--- config.mk ---
export PLATFORM = sky130hd
export DESIGN_NAME = lcd_write_arbiter_flat
export DESIGN_NICKNAME = d
export VERILOG_FILES = /design/src/rtl/lcd_write_arbiter_if.sv /design/src/rtl/lcd_write_arbiter.sv /design/src/flat_wrapper.sv
export SDC_FILE = /design/constraint.sdc
export NUM_CORES = 1
export LEC_CHECK = 0
export ABC_AREA = 0
export CAP_MARGIN = 0
export CORE_UTILIZATION = 54
export CTS_CLUSTER_DIAMETER = 50
export DETAILED_ROUTE_END_ITERATION = 10
export PLACE_DENSITY_LB_ADDON = 0.3
export SYNTH_ARGS = -nofsm -noshare
export SYNTH_HDL_FRONTEND = slang
export SYNTH_SLANG_ARGS = --single-unit
--- constraint.sdc ---
create_clock -name clk -period 2.55 [get_ports clk]
set_input_delay 0.51 -clock clk [delete_from_list [all_inputs] [get_ports clk]]
set_output_delay 0.51 -clock clk [all_outputs]
set_load 0.02 [all_outputs]
--- src/rtl/lcd_write_arbiter_if.sv ---
// Request/response and LCD pin bundle for the two-requester LCD write arbiter.
// The master side issues write requests; the slave side is the arbiter.
interface lcd_write_arbiter_if;
  logic [1:0] req_valid;
  logic [1:0] req_rs;
  logic [7:0] req_data0;
  logic [7:0] req_data1;
  logic [1:0] req_ready;
  logic       rs;
  logic       rw;
  logic       en;
  logic [7:0] data;
  logic       init_done;
  logic       busy;
  logic       grant_id;

  modport master (
    output req_valid, req_rs, req_data0, req_data1,
    input  req_ready, rs, rw, en, data, init_done, busy, grant_id
  );

  modport slave (
    input  req_valid, req_rs, req_data0, req_data1,
    output req_ready, rs, rw, en, data, init_done, busy, grant_id
  );
endinterface

--- src/rtl/lcd_write_arbiter.sv ---
// HD44780-style LCD write sequencer: power-up wait, fixed init string,
// then round-robin arbitration of byte writes from two requesters.
//
// state      | meaning
// PWRUP      | idle after reset, en low
// INIT_SETUP | init byte on bus, en low
// INIT_PULSE | init byte strobe, en high
// INIT_WAIT  | post-write delay for init byte
// IDLE       | accepting requests (ready pulse, then SETUP)
// SETUP      | user byte on bus, en low
// PULSE      | user byte strobe, en high
// WAIT       | post-write delay for user byte
module lcd_write_arbiter #(
  parameter int unsigned PWRUP_CYCLES     = 1000000,
  parameter int unsigned EN_CYCLES        = 25,
  parameter int unsigned DELAY_CYCLES     = 50000,
  parameter int unsigned CLR_DELAY_CYCLES = 100000
) (
  input logic                clk,
  input logic                reset,
  lcd_write_arbiter_if.slave bus
);

  typedef enum logic [2:0] {
    PWRUP, INIT_SETUP, INIT_PULSE, INIT_WAIT, IDLE, SETUP, PULSE, WAIT
  } state_t;

  localparam logic [31:0] PWRUP_LAST = 32'(PWRUP_CYCLES - 1);
  localparam logic [31:0] EN_LAST    = 32'(EN_CYCLES - 1);
  localparam logic [31:0] DELAY_LAST = 32'(DELAY_CYCLES - 1);
  localparam logic [31:0] CLR_LAST   = 32'(CLR_DELAY_CYCLES - 1);

  state_t      state, state_nxt;
  logic [31:0] cnt;
  logic [1:0]  init_idx, init_idx_nxt;
  logic        last_gnt;
  logic [1:0]  ready_q;
  logic        rs_q, en_q, init_done_q, busy_q, grant_q;
  logic [7:0]  data_q;

  logic [7:0]  init_byte;
  logic [31:0] wait_last;
  logic        win;
  logic        accept;

  always_comb begin
    init_idx_nxt = init_idx;
    if (state == INIT_WAIT && state_nxt == INIT_SETUP)
      init_idx_nxt = init_idx + 2'd1;
    case (init_idx_nxt)
      2'd0:    init_byte = 8'h38;
      2'd1:    init_byte = 8'h0C;
      2'd2:    init_byte = 8'h01;
      default: init_byte = 8'h06;
    endcase
  end

  // Clear and home need the long settle time; everything else the short one.
  always_comb begin
    wait_last = DELAY_LAST;
    if (!rs_q && (data_q == 8'h01 || data_q == 8'h02))
      wait_last = CLR_LAST;
  end

  always_comb begin
    win = ~last_gnt;
    if (bus.req_valid == 2'b01) win = 1'b0;
    else if (bus.req_valid == 2'b10) win = 1'b1;
    accept = (state == IDLE) && init_done_q && (ready_q == 2'b00) && (|bus.req_valid);
  end

  always_comb begin
    state_nxt = state;
    case (state)
      PWRUP:      if (cnt == PWRUP_LAST) state_nxt = INIT_SETUP;
      INIT_SETUP: state_nxt = INIT_PULSE;
      INIT_PULSE: if (cnt == EN_LAST) state_nxt = INIT_WAIT;
      INIT_WAIT:  if (cnt == wait_last) state_nxt = (init_idx == 2'd3) ? IDLE : INIT_SETUP;
      IDLE:       if (|ready_q) state_nxt = SETUP;
      SETUP:      state_nxt = PULSE;
      PULSE:      if (cnt == EN_LAST) state_nxt = WAIT;
      WAIT:       if (cnt == wait_last) state_nxt = IDLE;
      default:    state_nxt = PWRUP;
    endcase
  end

  always_ff @(posedge clk) begin
    if (!reset) begin
      state       <= PWRUP;
      cnt         <= '0;
      init_idx    <= 2'd0;
      last_gnt    <= 1'b1;
      ready_q     <= 2'b00;
      rs_q        <= 1'b0;
      en_q        <= 1'b0;
      data_q      <= 8'h00;
      init_done_q <= 1'b0;
      busy_q      <= 1'b1;
      grant_q     <= 1'b0;
    end else begin
      state    <= state_nxt;
      cnt      <= (state_nxt != state) ? 32'd0 : cnt + 32'd1;
      init_idx <= init_idx_nxt;
      en_q     <= (state_nxt == INIT_PULSE) || (state_nxt == PULSE);
      busy_q   <= (state_nxt != IDLE);
      ready_q  <= accept ? (win ? 2'b10 : 2'b01) : 2'b00;
      if (accept) begin
        grant_q  <= win;
        last_gnt <= win;
      end
      if (state_nxt == INIT_SETUP && state != INIT_SETUP) begin
        rs_q   <= 1'b0;
        data_q <= init_byte;
      end
      // Byte is captured on the ready cycle and held until WAIT exits.
      if (state == IDLE && state_nxt == SETUP) begin
        rs_q   <= grant_q ? bus.req_rs[1] : bus.req_rs[0];
        data_q <= grant_q ? bus.req_data1 : bus.req_data0;
      end
      if (state == INIT_WAIT && state_nxt == IDLE)
        init_done_q <= 1'b1;
    end
  end

  assign bus.req_ready = ready_q;
  assign bus.rs        = rs_q;
  assign bus.rw        = 1'b0;
  assign bus.en        = en_q;
  assign bus.data      = data_q;
  assign bus.init_done = init_done_q;
  assign bus.busy      = busy_q;
  assign bus.grant_id  = grant_q;

endmodule

--- src/flat_wrapper.sv ---
// flat-port wrapper written by rule: the top's interface ports become plain ports
module lcd_write_arbiter_flat 
#(
  parameter int unsigned PWRUP_CYCLES     = 1000000,
  parameter int unsigned EN_CYCLES        = 25,
  parameter int unsigned DELAY_CYCLES     = 50000,
  parameter int unsigned CLR_DELAY_CYCLES = 100000
)
  (clk, reset, bus_req_valid, bus_req_rs, bus_req_data0, bus_req_data1, bus_req_ready, bus_rs, bus_rw, bus_en, bus_data, bus_init_done, bus_busy, bus_grant_id);
  lcd_write_arbiter_if bus_i ();
  input logic clk;
  input logic reset;
  input wire logic [$bits(bus_i.req_valid)-1:0] bus_req_valid;
  input wire logic [$bits(bus_i.req_rs)-1:0] bus_req_rs;
  input wire logic [$bits(bus_i.req_data0)-1:0] bus_req_data0;
  input wire logic [$bits(bus_i.req_data1)-1:0] bus_req_data1;
  output wire logic [$bits(bus_i.req_ready)-1:0] bus_req_ready;
  output wire logic [$bits(bus_i.rs)-1:0] bus_rs;
  output wire logic [$bits(bus_i.rw)-1:0] bus_rw;
  output wire logic [$bits(bus_i.en)-1:0] bus_en;
  output wire logic [$bits(bus_i.data)-1:0] bus_data;
  output wire logic [$bits(bus_i.init_done)-1:0] bus_init_done;
  output wire logic [$bits(bus_i.busy)-1:0] bus_busy;
  output wire logic [$bits(bus_i.grant_id)-1:0] bus_grant_id;
  assign bus_i.req_valid = bus_req_valid;
  assign bus_i.req_rs = bus_req_rs;
  assign bus_i.req_data0 = bus_req_data0;
  assign bus_i.req_data1 = bus_req_data1;
  assign bus_req_ready = bus_i.req_ready;
  assign bus_rs = bus_i.rs;
  assign bus_rw = bus_i.rw;
  assign bus_en = bus_i.en;
  assign bus_data = bus_i.data;
  assign bus_init_done = bus_i.init_done;
  assign bus_busy = bus_i.busy;
  assign bus_grant_id = bus_i.grant_id;
  lcd_write_arbiter #(.PWRUP_CYCLES(PWRUP_CYCLES), .EN_CYCLES(EN_CYCLES), .DELAY_CYCLES(DELAY_CYCLES), .CLR_DELAY_CYCLES(CLR_DELAY_CYCLES)) u_core (.clk(clk), .reset(reset), .bus(bus_i));
endmodule
* After elaboration in Yosys (flattened, before gate mapping)
Index checks and enable logic that the tools add are counted.
Operators by class: add/sub/neg operators 2, equal/unequal tests 25, mux-type cells 20, bitwise logic cells 2, reductions and logical operators 19
Operators with widths (number):
- 32-bit by 1-bit adder with 32-bit output (second input constant) | 1
- 32-bit by 17-bit == test with 1-bit output | 1
- 32-bit by 20-bit == test with 1-bit output (second input constant) | 1
- 32-bit by 5-bit == test with 1-bit output (second input constant) | 1
- 8-bit two-way mux | 3
- 3-bit one-hot mux with 8 select lines | 1
- 3-bit == test (second input constant) | 7
- 3-bit two-way mux | 7
- 6-bit one-hot mux with 3 select lines | 1
- 17-bit two-way mux | 1
- 3-bit by 2-bit == test with 1-bit output (second input constant) | 3
- 8-bit by 1-bit == test with 1-bit output (second input constant) | 1
- 8-bit by 2-bit == test with 1-bit output (second input constant) | 1
- 1-bit logical AND | 8
- 2-bit == test (second input constant) | 3
- 3-bit by 1-bit == test with 1-bit output (second input constant) | 2
- 2-bit OR reduction | 3
- 1-bit two-way mux | 5
- 2-bit by 1-bit == test with 1-bit output (second input constant) | 2
- 2-bit logical NOT | 2
- 2-bit two-way mux | 2
- 3-bit logical NOT | 1
- 3-bit by 1-bit inequality test with 1-bit output (second input constant) | 1
- 3-bit inequality test | 1
- 7 further kinds | 9
Storage, ports and cells: register bits 53

* Depth between registers and ports, before layout
Gate-level depths: netlist of the first run.
word-level depth 14, gate-level depth with buffers 10, gate-level depth less buffers 9

* Worst setup path after synthesis of the first run
OpenSTA, ideal clock, no wires.
path kind register to register, from register u_core.cnt[0], to register u_core.data_q[6], in the netlist u_core.bus.data[6], arrival time 2069 ps, data required time 2422 ps, slack 354 ps, stages on the path, launching flop included 10, period minus slack after synthesis 2196 ps, path through dfxtp_1 -> ha_1 -> and3_1 -> nand2_1 -> o41ai_1 -> a21oi_2 -> a211o_1 -> buf_6 -> a31oi_1 -> nor2_1
On the way: longest elaborated chain between the ends 6, elaborated cells on any way between the ends 15, classes of those cells eq/ne: 5; mux: 7; reduce/logical: 3
Ends and longest elaborated chain:
- from (decl) | line lcd_write_arbiter.sv:34 | logic [31:0] cnt;
- from (signal assigned) | line lcd_write_arbiter.sv:102 | cnt <= (state_nxt != state) ? 32'd0 : cnt + 32'd1;
- 32-bit by 17-bit == test with 1-bit output, or another cell as far along | line lcd_write_arbiter.sv:78, lcd_write_arbiter.sv:82
- 3-bit two-way mux, on equally long branches
- 3-bit one-hot mux with 8 select lines (*) | line lcd_write_arbiter.sv:74 | case (state)
- 3-bit == test / 3-bit by 1-bit == test with 1-bit output (equally long branches) | line lcd_write_arbiter.sv:116, lcd_write_arbiter.sv:111
- 1-bit logical AND, on equally long branches | line lcd_write_arbiter.sv:116, lcd_write_arbiter.sv:111
- 8-bit two-way mux / 2-bit nonzero test (equally long branches)
- to (signal assigned) | line lcd_write_arbiter.sv:113 | data_q <= init_byte;
- to (signal assigned) | line lcd_write_arbiter.sv:118 | data_q <= grant_q ? bus.req_data1 : bus.req_data0;
- to (decl) | line lcd_write_arbiter.sv:39 | logic [7:0] data_q;
Mark *: on every way between the ends. The rest lies on a longest branch, timed or not. A chain may end at the register's enable or synchronous reset.

* Worst setup path in the final report of the first run
from register u_core.cnt[0], to register u_core.data_q[1], in the netlist u_core.bus.data[1]
On the way: longest elaborated chain between the ends 10, elaborated cells on any way between the ends 22, classes of those cells eq/ne: 7; mux: 10; reduce/logical: 5
Ends and longest elaborated chain:
- 32-bit by 17-bit == test with 1-bit output, or another cell as far along | line lcd_write_arbiter.sv:78, lcd_write_arbiter.sv:82
- 3-bit two-way mux, on equally long branches
- 3-bit one-hot mux with 8 select lines (*) | line lcd_write_arbiter.sv:74
- 3-bit by 1-bit == test with 1-bit output | line lcd_write_arbiter.sv:48, lcd_write_arbiter.sv:111
- 1-bit logical AND | line lcd_write_arbiter.sv:48 | if (state == INIT_WAIT && state_nxt == INIT_SETUP)
- 2-bit two-way mux | line lcd_write_arbiter.sv:48
- 2-bit == test, or another cell as far along | line lcd_write_arbiter.sv:50 | case (init_idx_nxt)
- 6-bit one-hot mux with 3 select lines | line lcd_write_arbiter.sv:50
- 8-bit two-way mux | line lcd_write_arbiter.sv:111 | if (state_nxt == INIT_SETUP && state != INIT_SETUP) begin
- 8-bit two-way mux | line lcd_write_arbiter.sv:116 | if (state == IDLE && state_nxt == SETUP) begin
Mark *: on every way between the ends. The rest lies on a longest branch, timed or not. The select of a mux whose other input is x is not followed.

==> impl_metrics.py, run 1 <==
metrics = {
    "outcome": {
        "outcome": "finished, final reports clean",
    },
    "logic_synthesis": {
        "synth_area_per_cell_um2": 8.38,
        "yosysSeqAreaShare_pct": 40.3,
        "netlist_instances": 314,
        "synth_edf_count": 0,
        "synth_seq_cells": 53,
        "syn-cell-area_mm2": 0.00263,
        "synth_warnings": 0,
        "synth_common_cells": "nor2_1, dfxtp_1, nand2_1",
        "synth_top_cell_by_area": "dfxtp_1",
        "synth.distinct_cells": 46,
        "synth_area_leaders": "dfxtp_1, nor2_1, xnor2_1, xor2_1, nand3_1",
        "async_flop_share_pct": 0,
        "synth_top_area_share_pct": 40.3,
        "synth.net_count": 339,
        "ys.flop_type": "dfxtp_1",
        "synth.most_common_cell": "nor2_1",
    },
    "global_routing": {
        "grt_overflow": 0,
        "grt.total_usage_pct": 22.1,
        "grt_max_degree": 33,
        "grt_pass1_vias": 2074,
        "antenna_found_initial": 0,
        "grt_pass1_wl_mm": 9.10,
    },
    "timing": {
        "hold_viol_final": 0,
        "max_freq_ghz": 0.431,
        "finalSetupViolCount": 0,
        "period_share_pct": 91.1,
        "drv_slew": 0,
        "tns_ns": 0,
        "rsz0062_at_grt": "no",
        "clock_skew_ns": 0.00344,
        "fin_crit_ns": 2.32,
    },
    "setup_path": {
        "cp-end-kind": "register",
        "cp_slowest_cell": "a211o_2",
        "crit_type": "register to register",
        "crit_required_ns": 2.79,
        "arrival_ns": 2.56,
        "crit_path_max_fanout": 13,
        "slowest_delay_ns": 0.47,
        "path_cells": "ha_1 -> and3_1 -> nand2_1 -> o41ai_2 -> a21oi_2 -> a211o_2 -> o22a_2 -> a21oi_1",
        "crit_path_start_kind": "register",
    },
    "cts": {
        "cts_buffers": 5,
        "cts_setup_buffers": 0,
        "numClockSinks": 53,
        "cts-root-buf": "clkbuf_8",
        "clk_pin_slew_worst_paths_ns": 0.09,
        "cts_tree": "done",
        "clockBufferDepth": 2,
        "htreeDepth": 2,
        "clock_latency_ns": 0.30,
    },
    "job": {
        "cap_viol_max_count": 0,
    },
    "worst_hold_path": {
        "hold_path.class": "register to register",
    },
    "route": {
        "wl_per_cell_um": 13.1,
        "dr.first_iter.drc_count": 112,
        "drt_first_pass_iters": 4,
        "vias_per_cell": 5.47,
        "via_count": 2222,
        "drc": 0,
        "wirelength_mm": 5.31,
        "ant_nets": 0,
    },
    "placement": {
        "dp_hpwl_mm": 3.98,
        "place_congestion": 0.828,
        "dpl-instance-area_mm2": 0.00307,
        "portBuffers": 36,
        "dp_cells": 399,
    },
    "floorplan": {
        "die_x_um": 71.8,
        "coreArea_mm2": 0.00469,
        "die_area_mm2": 0.00516,
        "rows": 25,
        "start_util_pct": 56.1,
        "die_y_um": 71.8,
        "io-pin-count": 38,
    },
    "cells_and_area": {
        "final_cells": 406,
        "drive_above_1_share_pct": 9.09,
        "fin_nets": 377,
        "finalInstanceArea_mm2": 0.00316,
        "syn2layout_area_growth_pct": 20.1,
        "diodes": 0,
    },
    "power": {
        "p_per_area_mw_per_mm2": 436,
        "power.leakage_uw": 0.00115,
        "ir_drop_v": 0.000410,
        "power_uw": 1380,
    },
}
## what timing repair did
item | in CTS | in global routing
endpoints found under the setup margin | 0 | 9
gates resized for setup | 0 | 2
hold buffers | 0 | 0
## cells in the final DEF, fill, tap and decap left out, types with 7 or more instances in the layout
master	Yosys	routed
a31oi_1	7	7
and3_1	7	7
clkdlybuf4s50_1	0	36
dfxtp_1	53	53
inv_1	8	8
mux2i_1	8	8
nand2_1	25	25
nand3_1	19	19
nor2_1	68	68
nor3_1	7	7
xnor2_1	22	22
xor2_1	11	11
## path summary, 6_finish.rpt
kind | from | end | slack, ns | cells after the start
hold reg to reg | u_core.cnt[0] | u_core.cnt[0] | 0.49 | 1
setup reg to reg | u_core.cnt[0] | u_core.bus.data[1] | 0.23 | 8
hold / removal | u_core.cnt[0] | u_core.cnt[0] | 0.49 | 1
setup / recovery | u_core.cnt[0] | u_core.bus.data[1] | 0.23 | 8
## where the power goes
group	leakage, uW	switching (uW)	total [uW]	internal (uW)
clock	0.0000443	256	472	216
sequential	0.000427	4.62	836	831
combinational	0.000680	28.0	70.4	42.4
## final cells by class
type | count | area [um^2]
repair buffers | 43 | 425
well taps | 54 | 67.6
multi-input cells | 241 | 1490
inverters | 8 | 30.0
flip-flops and latches | 53 | 1060
fillers | 390 | 1530
clock buffers | 7 | 86.3
## critical path: cells and delay by family, from the launching register on
family,cells,cell delay (ns)
compound gates,5,1.31
fa+ha+maj,1,0.22
flops,1,0.39
simple gates,2,0.32
## state kept, by name, summed over array words and instances (netlist names)
register,cells
u_core.bus.req_ready,2
u_core.bus.init_done,1
u_core.bus.busy,1
u_core.cnt,32
u_core.bus.data,8
u_core.init_idx,2
u_core.bus.rs,1
u_core.last_gnt,1
u_core.state,3
u_core.bus.en,1
u_core.bus.grant_id,1
## stage by stage
stage          util [%]  setup slack [ns]  hold slack, ns
2_1_floorplan         -             0.354           0.437
3_3_place_gp       65.3             0.163           0.452
3_5_place_dp       65.3             0.112           0.492
4_1_cts            67.2            0.0913           0.506
5_1_grt            67.4            0.0482           0.530
6_report           67.4             0.227           0.495
## metal layers
metal  global-route usage, %  vias up  wire (um)
met4                    6.54        0         55
met1                    29.4     1040       2540
met2                    36.5       39       2500
met5                       0        -          0
li1                        -     1138          -
met3                    4.50        5        205
## cell families (layout without fill, tap and decap cells)
| family | after synthesis | in the layout | share of synthesized area, % |
|---|---|---|---|
| other cells | 1 | 1 | 0.142 |
| mux | 12 | 12 | 4.75 |
| compound gates | 30 | 30 | 8.79 |
| fa+ha+maj | 3 | 3 | 1.43 |
| simple gates | 162 | 162 | 30.2 |
| flops | 53 | 53 | 40.3 |
| buf+inv | 20 | 58 | 3.42 |
| xor+xnor | 33 | 33 | 11.0 |
No activity file was read; power rests on OpenSTA's default activity.
==> run 2: changes to the inputs <==
CTS_CLUSTER_SIZE = 8   (was default)
==> results of run 2 <==
No change in the layout: final DEF, timing and power equal those of run 1.
==> run 3: changes to the inputs <==
PLACE_DENSITY = 0.79   (was default)
PLACE_DENSITY_LB_ADDON = default   (was 0.3)
==> run 3 against run 2 <==
Net effect: fmax down 4.5%; clock power up 19%; core utilization up 0.43 points; routed wire length up 5.4%; highest routed layer unchanged.
==> impl_metrics.py, run 3 (synthesis results as in run 1) <==
metrics = {
    "global_routing": {
        "grt_max_degree": 21,
        "grt_pass1_wl_mm": 9.38,
        "grt_overflow": 0,
        "grt_pass1_vias": 2094,
        "antenna_found_initial": 0,
        "grt.total_usage_pct": 22.9,
    },
    "cells_and_area": {
        "diodes": 0,
        "largest_register": "u_core.cnt",
        "seqCellArea_mm2": 0.00106,
        "fillers": 402,
        "layout_common_cells": "nor2_1, dfxtp_1, clkdlybuf4s50_1",
        "fin_nets": 379,
        "final_common_cell": "nor2_1",
        "largest_reg_flops": 32,
        "multi_input_area_mm2": 0.00148,
        "syn2layout_area_growth_pct": 20.8,
        "drive_above_1_share_pct": 9.58,
    },
    "setup_path": {
        "critical_path.startpoint": "u_core.cnt[0]",
        "crit_cells": 9,
        "crit_path_start_kind": "register",
        "crit_path_max_fanout": 6,
        "cp_top_family": "compound AO/OA/AOI/OAI gates",
        "r2r_slack_ns": 0.12,
        "cp_slowest_cell": "o41ai_1",
        "arrival_ns": 2.61,
        "timing.critical_path.buf_inv": 1,
        "cp-end-kind": "register",
        "crit_required_ns": 2.72,
        "crit_path_end": "u_core.init_idx[1]",
        "reg2reg_from": "u_core.cnt[0]",
        "reg2reg_to": "u_core.init_idx[1]",
        "r2r_cells": 9,
        "crit_type": "register to register",
        "slowest_delay_ns": 0.45,
        "path_cells": "ha_1 -> and3_1 -> nand2_1 -> o41ai_1 -> a21oi_2 -> buf_4 -> a211oi_2 -> mux2i_1 -> nor2_1",
    },
    "power": {
        "ir_drop_v": 0.000365,
        "p_int_uw": 1170,
        "switchingPower_uw": 299,
        "p_per_area_mw_per_mm2": 461,
        "combPwrFrac_pct": 4.6,
        "swShare_pct": 20.4,
        "power.leakage_uw": 0.00116,
        "p_seq_share_pct": 57.0,
        "pwr-share-clk_pct": 38.3,
    },
    "route": {
        "ant_nets": 0,
        "wl_per_cell_um": 13.7,
        "vias_per_cell": 5.50,
        "dr.first_iter.drc_count": 117,
        "wirelength_mm": 5.59,
        "drc": 0,
        "drt_first_pass_iters": 4,
        "via_count": 2250,
    },
    "cts": {
        "htreeDepth": 2,
        "clk_pin_slew_worst_paths_ns": 0.09,
        "clockBufferDepth": 2,
        "cts-root-buf": "clkbuf_8",
        "cts_buffers": 5,
        "clock_latency_ns": 0.30,
        "numClockSinks": 53,
        "cts_tree": "done",
    },
    "floorplan": {
        "die_x_um": 71.8,
        "io-pin-count": 38,
        "rows": 25,
        "start_util_pct": 56.1,
        "die_y_um": 71.8,
        "die_area_mm2": 0.00516,
        "coreArea_mm2": 0.00469,
    },
    "placement": {
        "portBuffers": 36,
        "post-place-ws_ns": 0.116,
        "dp_hpwl_mm": 4.06,
        "place_congestion": 0.823,
    },
    "job": {
        "cap_viol_max_count": 0,
    },
    "timing": {
        "max_freq_ghz": 0.411,
        "fin_ws_ns": 0.119,
        "hold_viol_final": 0,
        "finalSetupViolCount": 0,
        "period_share_pct": 95.4,
        "tns_ns": 0,
        "fin_crit_ns": 2.43,
        "rsz0062_at_grt": "no",
        "clock_skew_ns": 0.00911,
        "drv_slew": 0,
    },
    "outcome": {
        "outcome": "finished, final reports clean",
    },
    "worst_hold_path": {
        "hold_path.class": "register to register",
    },
}
==> run 3: changes by cell type in the layout (fill, tap and decap cells not counted), sizes merged <==
cell,previous run,this run
buf,7,9
clkbuf,7,6
clkinv,0,1
bufinv,0,1
==> run 3: final cells by class <==
| class | count | area share (%) |
|---|---|---|
| well taps | 54 | 2.12 |
| multi-input cells | 241 | 46.6 |
| repair buffers | 45 | 13.5 |
| clock buffers | 6 | 2.28 |
| inverters | 8 | 0.944 |
| flip-flops and latches | 53 | 33.4 |
| clock inverters | 2 | 1.22 |
==> run 3: metal layers <==
layer / share of wire [%] / global-route usage [%]
met4: 0.48 / 4.58
met1: 45 / 29.3
met2: 49 / 39.1
met3: 5.7 / 5.91
met5: 0 / 0
==> run 3: repair_timing <==
action	4_1_cts	5_1_grt
hold buffers	0	0
setup buffers	0	0
gates resized for setup	0	1
hold endpoints to repair	0	0
setup endpoints to repair	0	8
==> run 3: metrics by stage <==
stage	power, uW	util (%)	cell area, um^2	hold slack [ns]	instances
floorplan	883	-	2630	0.437	314
finish	1470	67.8	3180	0.478	409
CTS	1480	67.8	3180	0.485	409
global route	1520	67.8	3180	0.504	409
detailed placement	923	65.4	3070	0.464	401
global placement	922	65.4	3070	0.455	401
==> run 3: power by group through the flow <==
stage          Combinational (uW)  Sequential [uW]  Clock (uW)
3_5_place_dp                 68.0              855           0
5_1_grt                      75.3              837         610
2_1_floorplan                29.3              854           0
6_report                     68.1              836         562
4_1_cts                      68.6              836         578
3_3_place_gp                 67.4              855           0
==> run 3: worst reg2reg max path, stage by stage (launching register included) <==
cell and delay [ns]:
dfxtp_1 0.39, ha_1 0.24, and3_1 0.26, nand2_1 0.08, o41ai_1 0.45, a21oi_2 0.13
buf_4 0.17, a211oi_2 0.31, mux2i_1 0.22, nor2_1 0.05
==> run 3: worst min path at each step <==
stage	start	end	depth (start not counted)
after floorplan	u_core.cnt[0]	u_core.cnt[0]	1
after global placement	u_core.cnt[0]	u_core.cnt[0]	1
after detailed placement	u_core.cnt[0]	u_core.cnt[0]	1
after CTS	u_core.cnt[0]	u_core.cnt[0]	1
after global routing	u_core.cnt[0]	u_core.cnt[0]	1
final	u_core.cnt[0]	u_core.cnt[0]	1
==> variant, RTL diff (config.mk and constraints of run 2) <==
The 8 states of `state_t` get a Gray code encoding in 3 bits.
--- a/src/rtl/lcd_write_arbiter.sv
+++ b/src/rtl/lcd_write_arbiter.sv
@@ -23,5 +23,5 @@
 
   typedef enum logic [2:0] {
-    PWRUP, INIT_SETUP, INIT_PULSE, INIT_WAIT, IDLE, SETUP, PULSE, WAIT
+    PWRUP = 3'b000, INIT_SETUP = 3'b001, INIT_PULSE = 3'b011, INIT_WAIT = 3'b010, IDLE = 3'b110, SETUP = 3'b111, PULSE = 3'b101, WAIT = 3'b100
   } state_t;
 
Behaviour: same outputs for any inputs over 10 cycles, from zero or initial values and one cycle with reset low; not proved beyond that.
==> variant against run 2 <==
Power rose by 0.97%; final cell count rose by 13%; synthesized area rose by 9.5%; sequential share of layout area is 2.8 points lower; synthesized cell count rose by 9.6%; cell area up 9.4%; largest power group unchanged; combinational power up 22%; wire length is 23% higher; via count up 17%; largest cell class unchanged; sequential cell count unchanged; setup slack worse by 0.18 ns; maximum frequency down 7.3%; global-route usage up 2.1 points.
==> variant: results (changes against run 2) <==
status=complete, no violations; Top Layer Used=met4; post_cts resized=0 (unchanged); clk slew on worst S/H paths=0.09 ns (about the same); Peak VDD IR=326.3 uV (-20%); largest family of logic cells by synthesized area=simple AND/OR/NAND/NOR gates; worst setup path end=u_core.cnt[29]; worst skew pair latency=just over 0.3 ns; CP arrival=2.71 ns (+0.15 ns); cell total after placement=448 (+12%); headroom to the max-slew limit=between 60% and 70%; Root Buffer=clkbuf_8; multiplexer share of the synthesized area=4.253% (-0.50 points); TritonCTS buffer count=5 (unchanged); Syn. warnings=0 (unchanged); sw power=0.0002931 W (+1.7%); Syn Nets=369 (+8.8%); M1 wire length=2961 um (+16%); count of cell types in the netlist=52 (+13%); Critical Path Start=u_core.cnt[13]; Net count, final=414 (+9.8%); clock skew=0.003808 ns (+0.0003719 ns); Synth area leaders=dfxtp_1, nor2_1, xor2_1, xnor2_1, nand2_1; Synth Instances=344 (+9.6%); number of flip-flops in the largest register=32 (unchanged); GRT Overall Usage=24.21% (+2.1 points); Vias=2595 (+17%); compound-cell area share of the yosys netlist=8.333% (-0.46 points); Post-Synth XOR/XNOR Area=9.418% (-1.6 points); Post-CTS Setup Bufs=0 (unchanged); # fillers=473 (+21%); WL met2=3091 um (+24%); Period Utilization, post-route=98.30% (+7.2 points); H-tree level count=2 (unchanged); Synth top cells by count=nor2_1, dfxtp_1, nand2_1, nand3_1, xor2_1; port bufs=36 (unchanged); adder-cell share of the synthesized area=1.302% (-0.12 points); layout cell share with drive strength beyond 1=11.31% (+2.2 points); first drt pass iteration count=4 (unchanged); r2r worst-path depth=7 (-1); vias in the first global route=2346 (+13%); asr flop ratio synth=0% (unchanged); Detailed Route Iter0 Violations=176 (+57%); met3 WL=383 um (+87%); sequential cell area fraction in the yosys report=36.81% (-3.5 points); capturing point of the worst reg2reg path=u_core.cnt[29]; first-pass GRT wire length=10410 um (+14%); Avg WL per Cell=14.25 um (+9.1%); dpl ws=0.08329 ns (-0.02878 ns); Lkg Pwr=1.278 nW (+11%); Detail Placement HPWL=4716 um (+19%); antenna violations before repair=0 (unchanged); Final GP Congestion=0.9062 (+9.5%); CP Max Fanout=8 (-5); routed wire length=6542 um (+23%); Antenna Cells=0 (unchanged); r2r setup slk=0.04 ns (-0.18 ns)
## variant: cell count changes after synthesis, moves of 4 or more
cell / before / now
and3_1: 7 / 12
buf_6: 1 / 5
nand2_1: 25 / 34
nand4_1: 5 / 14
nor2_1: 68 / 61
o21ai_0: 4 / 8
xnor2_1: 22 / 15
xor2_1: 11 / 16
## variant: through the flow
step                util (%)  cell area [um2]  setup TNS [ns]   power, W
floorplan                  -             2883               0  0.0008927
global placement       64.56             3318               0  0.0009315
detailed placement     64.56             3318               0  0.0009330
CTS                    66.24             3405               0   0.001400
global route           67.26             3457         -0.1212   0.001444
finish                 67.26             3457               0   0.001391
## variant: layout make-up
| class | instances | area, um2 | area share (%) |
|---|---|---|---|
| Inverter | 7 | 26.28 | 0.7600 |
| Sequential cell | 53 | 1062 | 30.73 |
| Clock buffer | 7 | 86.33 | 2.497 |
| Multi-Input combinational cell | 266 | 1650 | 47.74 |
| Tap cell | 70 | 87.58 | 2.533 |
| Timing Repair Buffer | 56 | 544.3 | 15.74 |
## variant: worst max-delay path, cell delays in order, from the launching register on
cell and delay, ns:
dfxtp_1 0.33, or4_2 0.70, nor2_4 0.19, nand4_4 0.10, o41a_1 0.50, a32oi_4 0.32, clkbuf_16 0.23, nor2_1 0.05
## variant: cell families (layout without fill, tap and decap cells)
| kind of cell | after synthesis | count (layout) |
|---|---|---|
| other | 1 | 1 |
| buffers and inverters | 25 | 70 |
| multiplexers | 12 | 12 |
| flip-flops | 53 | 53 |
| AO/OA/AOI/OAI | 34 | 34 |
| adder cells (fa/ha/maj) | 3 | 3 |
| XOR/XNOR | 31 | 31 |
| AND/OR/NAND/NOR | 185 | 185 |
## variant: routing by layer
| metal | vias to the layer above | track usage [%] |
|---|---|---|
| met2 | 87 | 40.54 |
| met1 | 1207 | 30.90 |
| li1 | 1288 | - |
| met5 | - | 0 |
| met3 | 13 | 4.953 |
| met4 | 0 | 8.805 |
## variant: power by group through the flow
stage	sequential, W	clock, W	combinational (W)
finish	0.000835	0.000470	0.0000860
CTS	0.000835	0.000486	0.0000784
detailed placement	0.000855	0	0.0000781
global route	0.000836	0.000513	0.0000938
global placement	0.000855	0	0.0000769
floorplan	0.000854	0	0.0000387
## variant: worst min path at each step
stage                  start       endpoint  slack [ns]  depth (start not counted)
3_3_place_gp   u_core.cnt[0]  u_core.cnt[0]        0.46                          1
6_report       u_core.cnt[0]  u_core.cnt[0]        0.48                          1
2_1_floorplan  u_core.cnt[0]  u_core.cnt[0]        0.45                          1
3_5_place_dp   u_core.cnt[0]  u_core.cnt[0]        0.47                          1
5_1_grt        u_core.cnt[0]  u_core.cnt[0]        0.51                          1
4_1_cts        u_core.cnt[0]  u_core.cnt[0]        0.48                          1
